<file path="src/rtl/apb_timer_param_if.sv">
// APB slave bus bundle for apb_timer_param; data width follows the counter width.
interface apb_timer_param_if #(
   parameter int CNT_W = 8
);
   logic             psel;
   logic             penable;
   logic             pwrite;
   logic [7:0]       paddr;
   logic [CNT_W-1:0] pwdata;
   logic [CNT_W-1:0] prdata;
   logic             pready;
   logic             pslverr;

   modport master (
      output psel, penable, pwrite, paddr, pwdata,
      input  prdata, pready, pslverr
   );

   modport slave (
      input  psel, penable, pwrite, paddr, pwdata,
      output prdata, pready, pslverr
   );
endinterface

</file>
<file path="src/rtl/apb_timer_param.sv">
// Parametrised APB timer: prescaled up/down counter with auto-reload,
// compare channel and maskable interrupt behind a zero-wait-state APB slave.
module apb_timer_param #(
   parameter int CNT_W = 8
) (
   input  logic             pclk,
   input  logic             presetn,
   apb_timer_param_if.slave apb,
   output logic             tmr_ovf,
   output logic             tmr_udf,
   output logic             tmr_cmp,
   output logic             tmr_irq
);

   localparam logic [7:0] ADDR_TDR  = 8'h00;
   localparam logic [7:0] ADDR_TCR  = 8'h01;
   localparam logic [7:0] ADDR_TSR  = 8'h02;
   localparam logic [7:0] ADDR_TCNT = 8'h03;
   localparam logic [7:0] ADDR_TCMP = 8'h04;
   localparam logic [7:0] ADDR_TIER = 8'h05;

   localparam logic [CNT_W-1:0] CNT_ONE = CNT_W'(1);
   localparam logic [CNT_W-1:0] CNT_MAX = '1;

   logic [CNT_W-1:0] tdr_q, tdr_d;
   logic [CNT_W-1:0] tcnt_q, tcnt_d;
   logic [CNT_W-1:0] tcmp_q, tcmp_d;
   logic [7:0]       tcr_q, tcr_d;
   logic [7:0]       psc_q, psc_d;
   logic [2:0]       tsr_q, tsr_d;
   logic [2:0]       tier_q, tier_d;

   logic             ctlLoad;
   logic             ctlAutoReload;
   logic             ctlDown;
   logic             ctlEn;
   logic             ctlCmpEn;
   logic [2:0]       ctlCks;

   logic             wrEn;
   logic             rdEn;
   logic             addrHit;
   logic [CNT_W-1:0] rdMux;
   logic [7:0]       prescMask;
   logic             tick;
   logic             setOvf;
   logic             setUdf;
   logic             setCmp;

   assign ctlLoad       = tcr_q[7];
   assign ctlAutoReload = tcr_q[6];
   assign ctlDown       = tcr_q[5];
   assign ctlEn         = tcr_q[4];
   assign ctlCmpEn      = tcr_q[3];
   assign ctlCks        = tcr_q[2:0];

   assign wrEn = apb.psel & apb.penable & apb.pwrite;
   assign rdEn = apb.psel & ~apb.pwrite;

   // Software-visible configuration registers; TCNT and TSR are handled below.
   always_comb begin
      tdr_d  = tdr_q;
      tcr_d  = tcr_q;
      tcmp_d = tcmp_q;
      tier_d = tier_q;
      if (wrEn) begin
         case (apb.paddr)
            ADDR_TDR:  tdr_d  = apb.pwdata;
            ADDR_TCR:  tcr_d  = apb.pwdata[7:0];
            ADDR_TCMP: tcmp_d = apb.pwdata;
            ADDR_TIER: tier_d = apb.pwdata[2:0];
            default:   ;
         endcase
      end
   end

   // The prescaler low cks+1 bits all set marks the last cycle of a period.
   always_comb begin
      prescMask = 8'hFF >> (3'd7 - ctlCks);
      tick      = ctlEn & ~ctlLoad & ((psc_q & prescMask) == prescMask);
      if (!ctlEn || ctlLoad) begin
         psc_d = 8'h00;
      end else begin
         psc_d = psc_q + 8'd1;
      end
   end

   always_comb begin
      tcnt_d = tcnt_q;
      setOvf = 1'b0;
      setUdf = 1'b0;
      if (ctlLoad) begin
         tcnt_d = tdr_q;
      end else if (tick) begin
         if (!ctlDown) begin
            if (tcnt_q == CNT_MAX) begin
               setOvf = 1'b1;
               tcnt_d = ctlAutoReload ? tdr_q : '0;
            end else begin
               tcnt_d = tcnt_q + CNT_ONE;
            end
         end else begin
            if (tcnt_q == '0) begin
               setUdf = 1'b1;
               tcnt_d = ctlAutoReload ? tdr_q : CNT_MAX;
            end else begin
               tcnt_d = tcnt_q - CNT_ONE;
            end
         end
      end
      setCmp = tick & ctlCmpEn & (tcnt_d == tcmp_q);
   end

   // Hardware set is ORed in after the software clear, so a collision keeps the flag.
   always_comb begin
      tsr_d = tsr_q;
      if (wrEn && (apb.paddr == ADDR_TSR)) begin
         tsr_d = tsr_q & apb.pwdata[2:0];
      end
      tsr_d = tsr_d | {setCmp, setUdf, setOvf};
   end

   always_ff @(posedge pclk) begin
      if (!presetn) begin
         tdr_q  <= '0;
         tcr_q  <= 8'h00;
         tsr_q  <= 3'b000;
         tcnt_q <= '0;
         tcmp_q <= '0;
         tier_q <= 3'b000;
         psc_q  <= 8'h00;
      end else begin
         tdr_q  <= tdr_d;
         tcr_q  <= tcr_d;
         tsr_q  <= tsr_d;
         tcnt_q <= tcnt_d;
         tcmp_q <= tcmp_d;
         tier_q <= tier_d;
         psc_q  <= psc_d;
      end
   end

   always_comb begin
      rdMux   = '0;
      addrHit = 1'b1;
      case (apb.paddr)
         ADDR_TDR:  rdMux      = tdr_q;
         ADDR_TCR:  rdMux[7:0] = tcr_q;
         ADDR_TSR:  rdMux[2:0] = tsr_q;
         ADDR_TCNT: rdMux      = tcnt_q;
         ADDR_TCMP: rdMux      = tcmp_q;
         ADDR_TIER: rdMux[2:0] = tier_q;
         default:   addrHit    = 1'b0;
      endcase
   end

   assign apb.prdata  = rdEn ? rdMux : '0;
   assign apb.pready  = 1'b1;
   assign apb.pslverr = apb.psel & apb.penable & ~addrHit;

   assign tmr_ovf = tsr_q[0];
   assign tmr_udf = tsr_q[1];
   assign tmr_cmp = tsr_q[2];
   assign tmr_irq = |(tsr_q & tier_q);

endmodule
</file>
<file path="src/flat_wrapper.sv">
// flat-port wrapper written by rule: the top's interface ports become plain ports
module apb_timer_param_flat 
#(
   parameter int CNT_W = 8
)
  (pclk, presetn, tmr_ovf, tmr_udf, tmr_cmp, tmr_irq, apb_psel, apb_penable, apb_pwrite, apb_paddr, apb_pwdata, apb_prdata, apb_pready, apb_pslverr);
  apb_timer_param_if #(.CNT_W(CNT_W)) apb_i ();
  input  logic pclk;
  input  logic presetn;
  output logic tmr_ovf;
  output logic tmr_udf;
  output logic tmr_cmp;
  output logic tmr_irq;
  input wire logic [$bits(apb_i.psel)-1:0] apb_psel;
  input wire logic [$bits(apb_i.penable)-1:0] apb_penable;
  input wire logic [$bits(apb_i.pwrite)-1:0] apb_pwrite;
  input wire logic [$bits(apb_i.paddr)-1:0] apb_paddr;
  input wire logic [$bits(apb_i.pwdata)-1:0] apb_pwdata;
  output wire logic [$bits(apb_i.prdata)-1:0] apb_prdata;
  output wire logic [$bits(apb_i.pready)-1:0] apb_pready;
  output wire logic [$bits(apb_i.pslverr)-1:0] apb_pslverr;
  assign apb_i.psel = apb_psel;
  assign apb_i.penable = apb_penable;
  assign apb_i.pwrite = apb_pwrite;
  assign apb_i.paddr = apb_paddr;
  assign apb_i.pwdata = apb_pwdata;
  assign apb_prdata = apb_i.prdata;
  assign apb_pready = apb_i.pready;
  assign apb_pslverr = apb_i.pslverr;
  apb_timer_param #(.CNT_W(CNT_W)) u_core (.pclk(pclk), .presetn(presetn), .apb(apb_i), .tmr_ovf(tmr_ovf), .tmr_udf(tmr_udf), .tmr_cmp(tmr_cmp), .tmr_irq(tmr_irq));
endmodule
</file>
<file path="config.mk">
export PLATFORM = sky130hd
export DESIGN_NAME = apb_timer_param_flat
export DESIGN_NICKNAME = d
export VERILOG_FILES = /design/src/rtl/apb_timer_param_if.sv /design/src/rtl/apb_timer_param.sv /design/src/flat_wrapper.sv
export SDC_FILE = /design/constraint.sdc
export NUM_CORES = 1
export LEC_CHECK = 0
export ABC_AREA = 1
export BUFFER_PORTS_ARGS = -buffer_cell sky130_fd_sc_hd__buf_4
export CAP_MARGIN = 20
export CORE_AREA = 2 2 114 116
export CTS_CLUSTER_DIAMETER = 40
export DETAILED_ROUTE_END_ITERATION = 16
export DIE_AREA = 0 0 116 118
export SYNTH_ARGS = -nofsm -noshare
export SYNTH_HDL_FRONTEND = slang
export SYNTH_SLANG_ARGS = --single-unit
</file>
<file path="constraint.sdc">
create_clock -name pclk -period 4.9 [get_ports pclk]
set_input_delay 1.47 -clock pclk [delete_from_list [all_inputs] [get_ports pclk]]
set_output_delay 1.47 -clock pclk [all_outputs]
set_load 0.01 [all_outputs]
</file>
======== Word-level counts from Yosys, hierarchy flattened ========
Index checks and enable logic that the tools add are counted.
storage, ports and cells
  flip-flop bits (word level) ............. 46
  input bits .............................. 21
  output and inout port bits .............. 14
  word-level logic and storage cells ...... 68
cells by class
  add/subtract/negate cells ............... 4
  equality and inequality tests ........... 8
  shift-type cells ........................ 1
  multiplexer cells ....................... 20
  bitwise gates (word level) .............. 16
  reduce and logical (&&, ||, !) cells .... 12
operators with widths
  kind                                              number
  2-to-1 mux 8 bit                                  8
  one-hot mux 5 bit (4 select lines)                1
  one-hot mux 3 bit (6 select lines)                1
  adder 8 x 1 -> 8 bit, second input constant       2
  == test 8 x 2 -> 1 bit, second input constant     2
  == test 8 x 3 -> 1 bit, second input constant     2
  == test 8 bit                                     2
  logical NOT 8 bit                                 2
  2-to-1 mux 1 bit                                  9
  AND 1 bit                                         8
  AND 8 bit                                         1
  == test 8 x 1 -> 1 bit, second input constant     1
  == test 8 bit, second input constant              1
  AND reduction 2 bit                               4
  >> shifter 8 x 3 -> 8 bit, first input constant   1
  subtractor 8 x 1 -> 8 bit, second input constant  1
  AND 3 bit                                         2
  OR reduction 6 bit                                1
  inverter 1 bit                                    4
  2-to-1 mux 3 bit                                  1
  OR 3 bit                                          1
  OR reduction 3 bit                                1
  subtractor 3 bit, first input constant            1
  OR reduction 2 bit                                1
  3 further kinds                                   3

======== Longest topological paths before layout ========
Gate-level depths: netlist of run 1.
  word-level depth ........................ 10
  gate-level depth with buffers ........... 19
  depth with buffers taken out ............ 18

======== Worst setup path before layout of run 1 ========
Ideal clock, no wire load.
  path kind ............................... input port to output port
  start point ............................. input port apb_paddr[5]
  end point ............................... output port apb_prdata[3]
  arrival time ............................ 2801 ps
  data required time ...................... 3430 ps
  slack ................................... 629 ps
  stages on the path ...................... 7
  path buffers ............................ 0
  cell sequence ........................... nor4_4 > nand3_1 > nor2_1 > inv_1 > nand4_1 > nand3_1 > nor2_1
between the ends
  longest elaborated chain between the ends .. 3
  elaborated cells between the ends (all ways) .. 6
  those cells by class .................... eq/ne (3); mux (2); reduce/logical (1)
ends and longest elaborated chain
  what                                            RTL line                text
  from (decl)                                     flat_wrapper.sv:17      input wire logic [$bits(apb_i.paddr)-1:0] apb_paddr;
  == test 8 x 3 -> 1 bit (tied with other cells)  apb_timer_param.sv:146  case (apb.paddr)
  one-hot mux 5 bit (4 select lines) *            apb_timer_param.sv:146
  2-to-1 mux 8 bit *                              apb_timer_param.sv:157  assign apb.prdata = rdEn ? rdMux : '0;
  to (decl)                                       flat_wrapper.sv:19      output wire logic [$bits(apb_i.prdata)-1:0] apb_prdata;
Every way passes the cells marked *; elsewhere a longest branch is shown, timed or not.

======== Worst setup path after layout of run 1 ========
  start point ............................. input port apb_paddr[5]
  end point ............................... output port apb_prdata[5]
The elaborated chain is that of the path after synthesis.

==> run_results.csv, run 1 <==
group,metric,value,unit
outcome,status,"finished clean",
timing,clock.fmax,0.2207,GHz
cells_and_area,syn_to_final_growth,19.31,%
critical_path,path_class,"primary input to output pin",
timing,maxSlewViolCount,0,
cts,ctsHoldBuffers,0,
placement,placed_cells,680,
logic_synthesis,yosysSeqAreaShare,0.3024,
logic_synthesis,synthFlopType,"dfxtp_1",
min_path,min_path_type,"flip-flop to flip-flop",
timing,relSlewSlack,0.5238,
cells_and_area,layout_commonest_cell,"nand2_1",
cts,cts_buffers,5,
cts,cts_tree,"yes",
cells_and_area,n_antenna_cell,0,
global_route,overflow,0,
cts,cts_root_buf,"clkbuf_16",
job,maxCapViolations,0,
logic_synthesis,synth-edff-count,0,
timing,fin_crit_sh,0.9246,
timing,setup_slack,369.6,ps
global_route,grt_max_degree,26,
detailed_routing,drt_pass1_iterations,5,
critical_path,startpoint,"apb_paddr[5]",
timing,fin_crit,4530,ps
detailed_routing,antenna_left,0,
floorplan,row_count,41,
global_route,grt.total_usage,0.1361,
floorplan,die_area,0.01369,sq mm
critical_path,worst_setup_path_end_kind,"output pin",
power,power_density,221.8,mW/mm^2
floorplan,pin_count,35,
critical_path,worstRegToRegCells,16,
power,peakVddDrop,0.0001473,V
timing,hold_violations,0,
detailed_routing,highest_layer,"met4",
critical_path,reg2reg_to,"u_core.tsr_q[2]",
timing,setup_violations,0,
logic_synthesis,synth_area,0.003045,sq mm
placement,dp_hpwl,7024,microns
cells_and_area,nets,540,
power,total_power,0.8059,mW
global_route,grt_pass1_wl,15050,microns
timing,skew,3.817,ps
timing,finalSetupTns,0,ps
cells_and_area,fin_cells,688,
placement,routabilityCongestion,0.9127,
floorplan,dieWidth,116,microns
placement,pre_cts_ws,314.8,ps
placement,placed_area,0.003463,sq mm
critical_path,ff2ff_setup_slack,2290,ps
critical_path,crit_arrival,3060,ps
detailed_routing,wl_met1,4121,microns
detailed_routing,wl_met2,4497,microns
floorplan,start_util,0.2453,
cts,cts.sinks,46,
detailed_routing,wirelength,9287,microns
logic_synthesis,synth_cell_types,42,
cts,htree_levels,2,
cts,clk_pin_slew,70,ps
logic_synthesis,yosysWarnings,0,
detailed_routing,drc_errors,0,
placement,io_buffers,33,
global_route,grt_pass1_vias,3094,
timing,worstMarginPinSlew,713.4,ps
critical_path,r2r_start,"u_core.tcr_q[7]",
floorplan,core,0.01241,sq mm
cells_and_area,drive_gt1_frac,0.1318,
logic_synthesis,async_reset_ff_frac,0,
logic_synthesis,synthCells,486,
logic_synthesis,syn_nets,511,
cells_and_area,final_cell_mix,"nand2_1, inv_1, nand3_1",
cts,clockBufferDepth,2,
timing,rsz0062_at_grt,"no",
cts,clock_latency,290,ps
critical_path,path_max_fanout,5,
global_route,antenna_found_initial,0,
detailed_routing,dr_total_vias,3321,
detailed_routing,drt-initial-drc-count,239,
logic_synthesis,synth_seq_cells,46,
power,p_leak,1.402,nW
critical_path,worstPathRequired,3430,ps
floorplan,die_height,118,microns
detailed_routing,viasPerCell,4.827,
critical_path,cp-endpoint,"apb_prdata[5]",
detailed_routing,wl_met3,465,microns
detailed_routing,avgRoutedWirePerCell,13.50,microns
cts,post_cts_resized,0,
cts,cts_setup_buffers,0,
logic_synthesis,avgSynthCellArea,6.266,sq um
cells_and_area,final_area,0.003633,sq mm
critical_path,cp-start-kind,"primary input",
[layout make-up]
cell class,instances,area (sq um)
tap,172,215.2
sequential,46,920.9
multi-input combinational,361,1799
fill,1415,8781
inverter,63,242.7
clock buffer,5,125.1
timing repair buffer,38,285.3
clock inverter,3,45.04
[cell usage after synthesis, types with 2 or more instances]
library cell  count  share of area
a21oi_1          46          0.076
a221oi_1          5          0.014
a22o_1            2         0.0058
buf_2             5         0.0082
buf_4             2         0.0049
clkbuf_1          7         0.0086
dfxtp_1          46           0.30
ha_1              4          0.016
inv_1            57          0.070
inv_2             3         0.0037
nand2_1         111           0.14
nand3_1          57          0.094
nand3b_1          2         0.0049
nand4_1           5          0.010
nand4_2           2         0.0082
nor2_1           50          0.062
nor2_2            5          0.010
nor3_1            5         0.0082
nor4_4            2          0.014
o21ai_0          41          0.067
o21ai_1           2         0.0033
o22ai_1           6          0.012
xor2_1            2         0.0058
[worst min path at each step]
stage,from,end,depth (start not counted)
after floorplan,u_core.psc_q[0],u_core.psc_q[0],1
after global placement,u_core.psc_q[0],u_core.psc_q[0],1
after detailed placement,u_core.psc_q[0],u_core.psc_q[0],1
after CTS,u_core.psc_q[0],u_core.psc_q[0],1
after global routing,u_core.psc_q[0],u_core.psc_q[0],1
final,u_core.psc_q[0],u_core.psc_q[0],1
[kinds of logic after synthesis]
group                      count (synthesis)  synth area share
DFF                                       46            0.3024
adders and majority gates                  4           0.01643
buffers and inverters                     79            0.1068
other                                      1          0.001231
xor gates and xnor gates                   3          0.008629
AOI/OAI and AO/OA                        105            0.1869
and+or+nand+nor                          248            0.3776
[flip-flops by register name, summed over array words and instances, names as in the netlist]
register       count
u_core.psc_q       8
u_core.tcmp_q      8
u_core.tcnt_q      8
u_core.tcr_q       8
u_core.tdr_q       8
u_core.tier_q      3
u_core.tsr_q       3
[per-stage QoR]
step	hold slack, ps	util
after global routing	480.4	0.2927
after CTS	451.2	0.2927
final	451.0	0.2927
after detailed placement	439.5	0.2790
after global placement	434.4	0.2790
after floorplan	417.3	-
[report_power, final]
part           switching, mW  internal, mW  total, mW  leakage [nW]
logic                 0.0218        0.0149     0.0367         0.956
registers           0.000234         0.374      0.374         0.370
clock network          0.154         0.241      0.395        0.0760
total                  0.176         0.629      0.806          1.40
[worst max-delay path, cell delays in order]
cell and delay [ps]:
buf_4 120, nor4_4 400, nand3_1 150, nor2_1 150, inv_1 90, nand4_1 110
nand3_1 240, nor2_1 190, buf_4 130
[layer usage]
layer	vias up	global-route usage
met1	1524	0.1713
met2	106	0.2357
met4	0	0.04315
met3	20	0.02060
met5	-	0
li1	1671	-
(Power assumes the default switching activity.)
==> run 2: changes to the inputs <==
--- a/config.mk
+++ b/config.mk
@@ -8,10 +8,10 @@
 export ABC_AREA = 1
 export BUFFER_PORTS_ARGS = -buffer_cell sky130_fd_sc_hd__buf_4
 export CAP_MARGIN = 20
-export CORE_AREA = 2 2 114 116
+export CORE_AREA = 2 2 90 92
 export CTS_CLUSTER_DIAMETER = 40
 export DETAILED_ROUTE_END_ITERATION = 16
-export DIE_AREA = 0 0 116 118
+export DIE_AREA = 0 0 92 94
 export SYNTH_ARGS = -nofsm -noshare
 export SYNTH_HDL_FRONTEND = slang
 export SYNTH_SLANG_ARGS = --single-unit
==> run_results.csv, run 2 (synthesized netlist as in run 1, its figures left out) <==
group,metric,value,unit
cells_and_area,final_area,0.003460,sq mm
timing,worstMarginPinSlew,665.5,ps
placement,dp_hpwl,6820,microns
critical_path,worstPathRequired,3430,ps
cells_and_area,n_antenna_cell,0,
cells_and_area,nFillCells,839,
global_route,grt.total_usage,0.2123,
placement,io_buffers,33,
cells_and_area,fin_util,0.4548,
critical_path,worstRegToRegCells,14,
detailed_routing,wirelength,8899,microns
global_route,grt_pass1_vias,2995,
cts,cts_tree,"yes",
detailed_routing,avgRoutedWirePerCell,14.45,microns
placement,routabilityCongestion,0.9597,
timing,hold_violations,0,
cells_and_area,layout_commonest_cell,"nand2_1",
min_path,hold_end,"u_core.psc_q[0]",
critical_path,cp-start-kind,"primary input",
min_path,min_path_cells,1,
cts,post_cts_resized,0,
floorplan,dieWidth,92,microns
cells_and_area,drive_gt1_frac,0.1284,
floorplan,start_util,0.4003,
timing,maxSlewViolCount,0,
cts,cts.sinks,46,
global_route,grt_pass1_wl,14710,microns
detailed_routing,dr_total_vias,3209,
min_path,min_path_type,"flip-flop to flip-flop",
timing,fin_crit_sh,0.9324,
critical_path,worst_setup_path_end_kind,"output pin",
critical_path,r2r_start,"u_core.tcr_q[7]",
critical_path,crit_arrival,3100,ps
timing,clock.fmax,0.2189,GHz
cts,cts_buffers,5,
cts,clock_latency,300,ps
outcome,status,"finished clean",
critical_path,ff2ff_setup_slack,2280,ps
global_route,overflow,0,
cts,ctsHoldBuffers,0,
power,p_leak,1.366,nW
job,maxCapViolations,0,
critical_path,path_class,"primary input to output pin",
detailed_routing,drt_pass1_iterations,5,
timing,fin_crit,4569,ps
cts,clk_pin_slew,90,ps
floorplan,pin_count,35,
min_path,hp-start,"u_core.psc_q[0]",
placement,placed_area,0.003361,sq mm
critical_path,path_max_fanout,10,
timing,setup_slack,331.0,ps
cts,cts_root_buf,"clkbuf_8",
floorplan,row_count,32,
detailed_routing,antenna_left,0,
timing,setup_violations,0,
timing,skew,6.575,ps
detailed_routing,viasPerCell,5.209,
critical_path,startpoint,"apb_paddr[5]",
timing,rsz0062_at_grt,"no",
placement,pre_cts_ws,347.5,ps
power,peakVddDrop,0.0001671,V
timing,finalSetupTns,0,ps
cts,htree_levels,2,
global_route,antenna_found_initial,0,
detailed_routing,drc_errors,0,
detailed_routing,drt-initial-drc-count,246,
floorplan,core,0.007607,sq mm
cells_and_area,final_cell_mix,"nand2_1, inv_1, nand3_1",
floorplan,die_area,0.008648,sq mm
power,power_density,192.1,mW/mm^2
cells_and_area,syn_to_final_growth,13.60,%
floorplan,die_height,94,microns
power,total_power,0.6647,mW
global_route,grt_max_degree,26,
cts,clockBufferDepth,2,
cells_and_area,nets,538,
critical_path,reg2reg_to,"u_core.tsr_q[2]",
cts,cts_setup_buffers,0,
timing,relSlewSlack,0.5557,
==> run 2: stage by stage <==
step / std cells / hold WS, ps
after floorplan: 486 / 417.3
after global placement: 608 / 434.2
after detailed placement: 608 / 443.4
after CTS: 616 / 457.7
after global routing: 616 / 496.7
final: 616 / 454.3
==> run 2: critical path: stages <==
cell,delay (ps)
buf_4,120
nor4_4,410
nand4_2,320
nand4_1,220
nand3_1,220
nor2_1,200
buf_4,140
==> run 2: area by class of cell <==
class / instances / area (sq um) / share of cell area
Tap cell: 102 / 127.6 / 0.03689
Sequential cell: 46 / 920.9 / 0.2662
Clock buffer: 6 / 82.58 / 0.02387
Inverter: 63 / 242.7 / 0.07016
Multi-Input combinational cell: 361 / 1799 / 0.5201
Clock inverter: 2 / 16.27 / 0.004702
Timing Repair Buffer: 36 / 270.3 / 0.07812
==> run 2: power breakdown <==
part / leakage (nW) / total (mW) / switching [mW] / internal [mW]
Clock: 0.0478 / 0.255 / 0.138 / 0.116
Sequential: 0.370 / 0.374 / 0.000226 / 0.374
Combinational: 0.948 / 0.0363 / 0.0214 / 0.0148
Total: 1.37 / 0.665 / 0.160 / 0.505
==> run 2: how the worst max path moves through the flow <==
stage / slack [ps] / end / cells after the start
2_1_floorplan: 630 / apb_prdata[3] / 7
3_3_place_gp: 390 / apb_prdata[6] / 7
3_5_place_dp: 350 / apb_prdata[3] / 7
4_1_cts: 340 / apb_prdata[3] / 7
5_1_grt: 200 / apb_prdata[3] / 7
6_report: 330 / apb_prdata[3] / 7
==> run 2: layer usage <==
layer / part of all wire / GRT usage / vias up
li1: - / - / 1661
met4: 0.011 / 0.06095 / 0
met2: 0.46 / 0.3487 / 92
met1: 0.48 / 0.2872 / 1448
met3: 0.053 / 0.03612 / 8
met5: 0 / 0 / -
==> run 3: changes to the inputs <==
--- a/config.mk
+++ b/config.mk
@@ -5,13 +5,13 @@
 export SDC_FILE = /design/constraint.sdc
 export NUM_CORES = 1
 export LEC_CHECK = 0
-export ABC_AREA = 1
 export BUFFER_PORTS_ARGS = -buffer_cell sky130_fd_sc_hd__buf_4
 export CAP_MARGIN = 20
-export CORE_AREA = 2 2 90 92
+export CORE_AREA = 2 2 77 79
 export CTS_CLUSTER_DIAMETER = 40
 export DETAILED_ROUTE_END_ITERATION = 16
-export DIE_AREA = 0 0 92 94
+export DIE_AREA = 0 0 79 81
+export PLACE_DENSITY = 0.75
 export SYNTH_ARGS = -nofsm -noshare
 export SYNTH_HDL_FRONTEND = slang
 export SYNTH_SLANG_ARGS = --single-unit
==> constraint.sdc (replaced) <==
create_clock -name pclk -period 4.9 [get_ports pclk]
set_input_delay 0.49 -clock pclk [delete_from_list [all_inputs] [get_ports pclk]]
set_output_delay 0.49 -clock pclk [all_outputs]
set_load 0.01 [all_outputs]
==> run_results.csv, run 3 <==
group,metric,value,unit
cts,cts_tree,"yes",
logic_synthesis,synthCells,398,
detailed_routing,antenna_left,0,
logic_synthesis,synth_area,0.003004,sq mm
global_route,antenna_found_initial,0,
power,power_density,209.4,mW/mm^2
logic_synthesis,yosysSeqAreaShare,0.3065,
timing,fin_crit,2981,ps
cells_and_area,final_cell_mix,"dfxtp_1, nand2_1, nor2_1, a21oi_1, buf_4",
min_path,min_path_type,"primary input to flip-flop",
cts,htree_levels,2,
timing,maxSlewViolCount,0,
cells_and_area,multi_input_area,0.001929,sq mm
cells_and_area,layout_commonest_cell,"dfxtp_1",
cts,cts.sinks,46,
critical_path,ff2ff_setup_slack,2000,ps
critical_path,worst_setup_path_end_kind,"output pin",
cts,post_cts_resized,0,
cells_and_area,regArea,920.9,sq um
critical_path,reg2reg_to,"u_core.tsr_q[2]",
power,peakVddDrop,0.0001951,V
floorplan,row_count,28,
detailed_routing,drc_errors,0,
min_path,hp-start,"apb_pwdata[3]",
logic_synthesis,synth_mux_area_frac,0.05040,
timing,rsz0062_at_grt,"no",
global_route,grt_pass1_wl,14430,microns
global_route,grt.total_usage,0.2836,
cts,ctsHoldBuffers,0,
job,maxCapViolations,0,
power,total_power,0.7062,mW
outcome,status,"finished clean",
detailed_routing,viasPerCell,6.616,
floorplan,dieWidth,79,microns
placement,dp_hpwl,6276,microns
floorplan,die_height,81,microns
cts,cts_buffers,5,
cells_and_area,syn_to_final_growth,12.24,%
detailed_routing,drt-initial-drc-count,461,
timing,worstMarginPinSlew,937.7,ps
critical_path,r2r_start,"u_core.tcnt_q[0]",
logic_synthesis,yosysTopAreaCell,"dfxtp_1",
floorplan,core,0.005675,sq mm
logic_synthesis,yosys.area_share.adder,0.01666,
critical_path,crit_arrival,2490,ps
logic_synthesis,synth_seq_cells,46,
global_route,grt_pass1_vias,2817,
logic_synthesis,synthXorXnorAreaFrac,0.03790,
logic_synthesis,async_reset_ff_frac,0,
global_route,grt_max_degree,38,
placement,routabilityCongestion,0.8755,
cts,clock_latency,300,ps
floorplan,die_area,0.006399,sq mm
cts,clockBufferDepth,2,
timing,clock.fmax,0.3355,GHz
critical_path,worstPathRequired,4410,ps
critical_path,cp-start-kind,"primary input",
global_route,overflow,0,
floorplan,start_util,0.5293,
logic_synthesis,synthFlopType,"dfxtp_1",
cts,cts_setup_buffers,0,
logic_synthesis,yosys.area.top_type_share,0.3065,
detailed_routing,dr_total_vias,3242,
logic_synthesis,synth_cell_types,67,
logic_synthesis,synth_compound_area_frac,0.2757,
detailed_routing,drt_pass1_iterations,5,
logic_synthesis,yosysWarnings,0,
logic_synthesis,yosys.area_share.simple,0.2603,
cells_and_area,nets,440,
critical_path,path_max_fanout,14,
logic_synthesis,avgSynthCellArea,7.548,sq um
timing,setup_violations,0,
logic_synthesis,synth_top_family_by_area,"compound AO/OA/AOI/OAI gates",
placement,io_buffers,33,
cts,cts_root_buf,"clkbuf_8",
timing,relSlewSlack,0.3721,
timing,finalSetupTns,0,ps
min_path,min_path_cells,3,
cells_and_area,final_area,0.003372,sq mm
logic_synthesis,synthTopCellsByArea,"dfxtp_1, a21oi_1, nand2_1, nor2_1, mux2i_1",
min_path,hold_end,"u_core.tcmp_q[3]",
detailed_routing,avgRoutedWirePerCell,18.11,microns
timing,skew,5.933,ps
timing,hold_violations,0,
cts,clk_pin_slew,80,ps
cells_and_area,nFillCells,565,
cells_and_area,n_antenna_cell,0,
critical_path,worstRegToRegCells,9,
timing,fin_crit_sh,0.6083,
logic_synthesis,syn_nets,423,
timing,holdWs,444.7,ps
floorplan,pin_count,35,
cells_and_area,drive_gt1_frac,0.1301,
power,p_leak,1.180,nW
detailed_routing,wirelength,8874,microns
logic_synthesis,synth_common_cells,"dfxtp_1, nand2_1, a21oi_1, nor2_1, nand3_1",
placement,placed_area,0.003259,sq mm
logic_synthesis,synth_most_common_cell,"dfxtp_1",
critical_path,path_class,"primary input to output pin",
logic_synthesis,synth-edff-count,0,
[run 3: cell types whose count changed after synthesis, moves of 6 or more]
cell | before | now
a31oi_1 | 0 | 6
a22oi_1 | 0 | 8
o21ai_0 | 41 | 17
inv_1 | 57 | 12
nand2_1 | 111 | 45
clkbuf_1 | 7 | 19
xor2_1 | 2 | 8
mux2i_1 | 0 | 14
a21oi_1 | 46 | 39
nand3_1 | 57 | 26
nor2_1 | 50 | 39
[run 3: area by class of cell]
| cell class | instances | share of cell area |
|---|---|---|
| clock buffers | 6 | 0.02449 |
| inverters | 14 | 0.01558 |
| flip-flops and latches | 46 | 0.2731 |
| repair buffers | 35 | 0.07792 |
| clock inverters | 1 | 0.008905 |
| well taps | 75 | 0.02783 |
| multi-input cells | 313 | 0.5722 |
[run 3: per-stage QoR]
stage / cells / worst slack, ps / util
final: 490 / 1919 / 0.5941
after global routing: 490 / 1795 / 0.5941
after CTS: 490 / 1928 / 0.5941
after detailed placement: 483 / 1981 / 0.5743
after global placement: 483 / 2031 / 0.5743
after floorplan: 398 / 2086 / -
[run 3: worst max-delay path by stage]
stage	start	to	slack, ps	depth (start not counted)
after global placement	apb_paddr[5]	apb_prdata[7]	2030	8
after detailed placement	apb_paddr[5]	apb_prdata[6]	1980	8
after global routing	apb_paddr[5]	apb_prdata[3]	1800	8
final	apb_paddr[5]	apb_prdata[6]	1920	8
after floorplan	apb_paddr[5]	apb_prdata[5]	2090	7
after CTS	apb_paddr[5]	apb_prdata[6]	1930	8
[run 3: routing by layer]
layer	GRT usage	wire length, microns	vias to the layer above
li1	-	-	1513
met1	0.4108	3911	1531
met2	0.4322	4044	180
met3	0.04444	765	18
met4	0.09138	153	0
met5	0	0	-
[run 3: power by group]
group / leakage [nW] / internal [mW] / switching [mW]
logic: 0.753 / 0.0145 / 0.0217
clock network: 0.0573 / 0.163 / 0.133
registers: 0.370 / 0.373 / 0.000159
[run 3: critical path: stages]
cell and delay [ps]:
buf_4 100, or4_1 560, or3_1 440, nor3_2 260, buf_4 270, nand2_1 70, a21oi_1 150, buf_4 150
[run 3: cell families after synthesis]
| group | Yosys count |
|---|---|
| AND/OR/NAND/NOR | 158 |
| AO/OA/AOI/OAI | 122 |
| flip-flops | 46 |
| buffers and inverters | 39 |
| multiplexers | 15 |
| XOR/XNOR | 13 |
| adder cells (fa/ha/maj) | 4 |
| other | 1 |
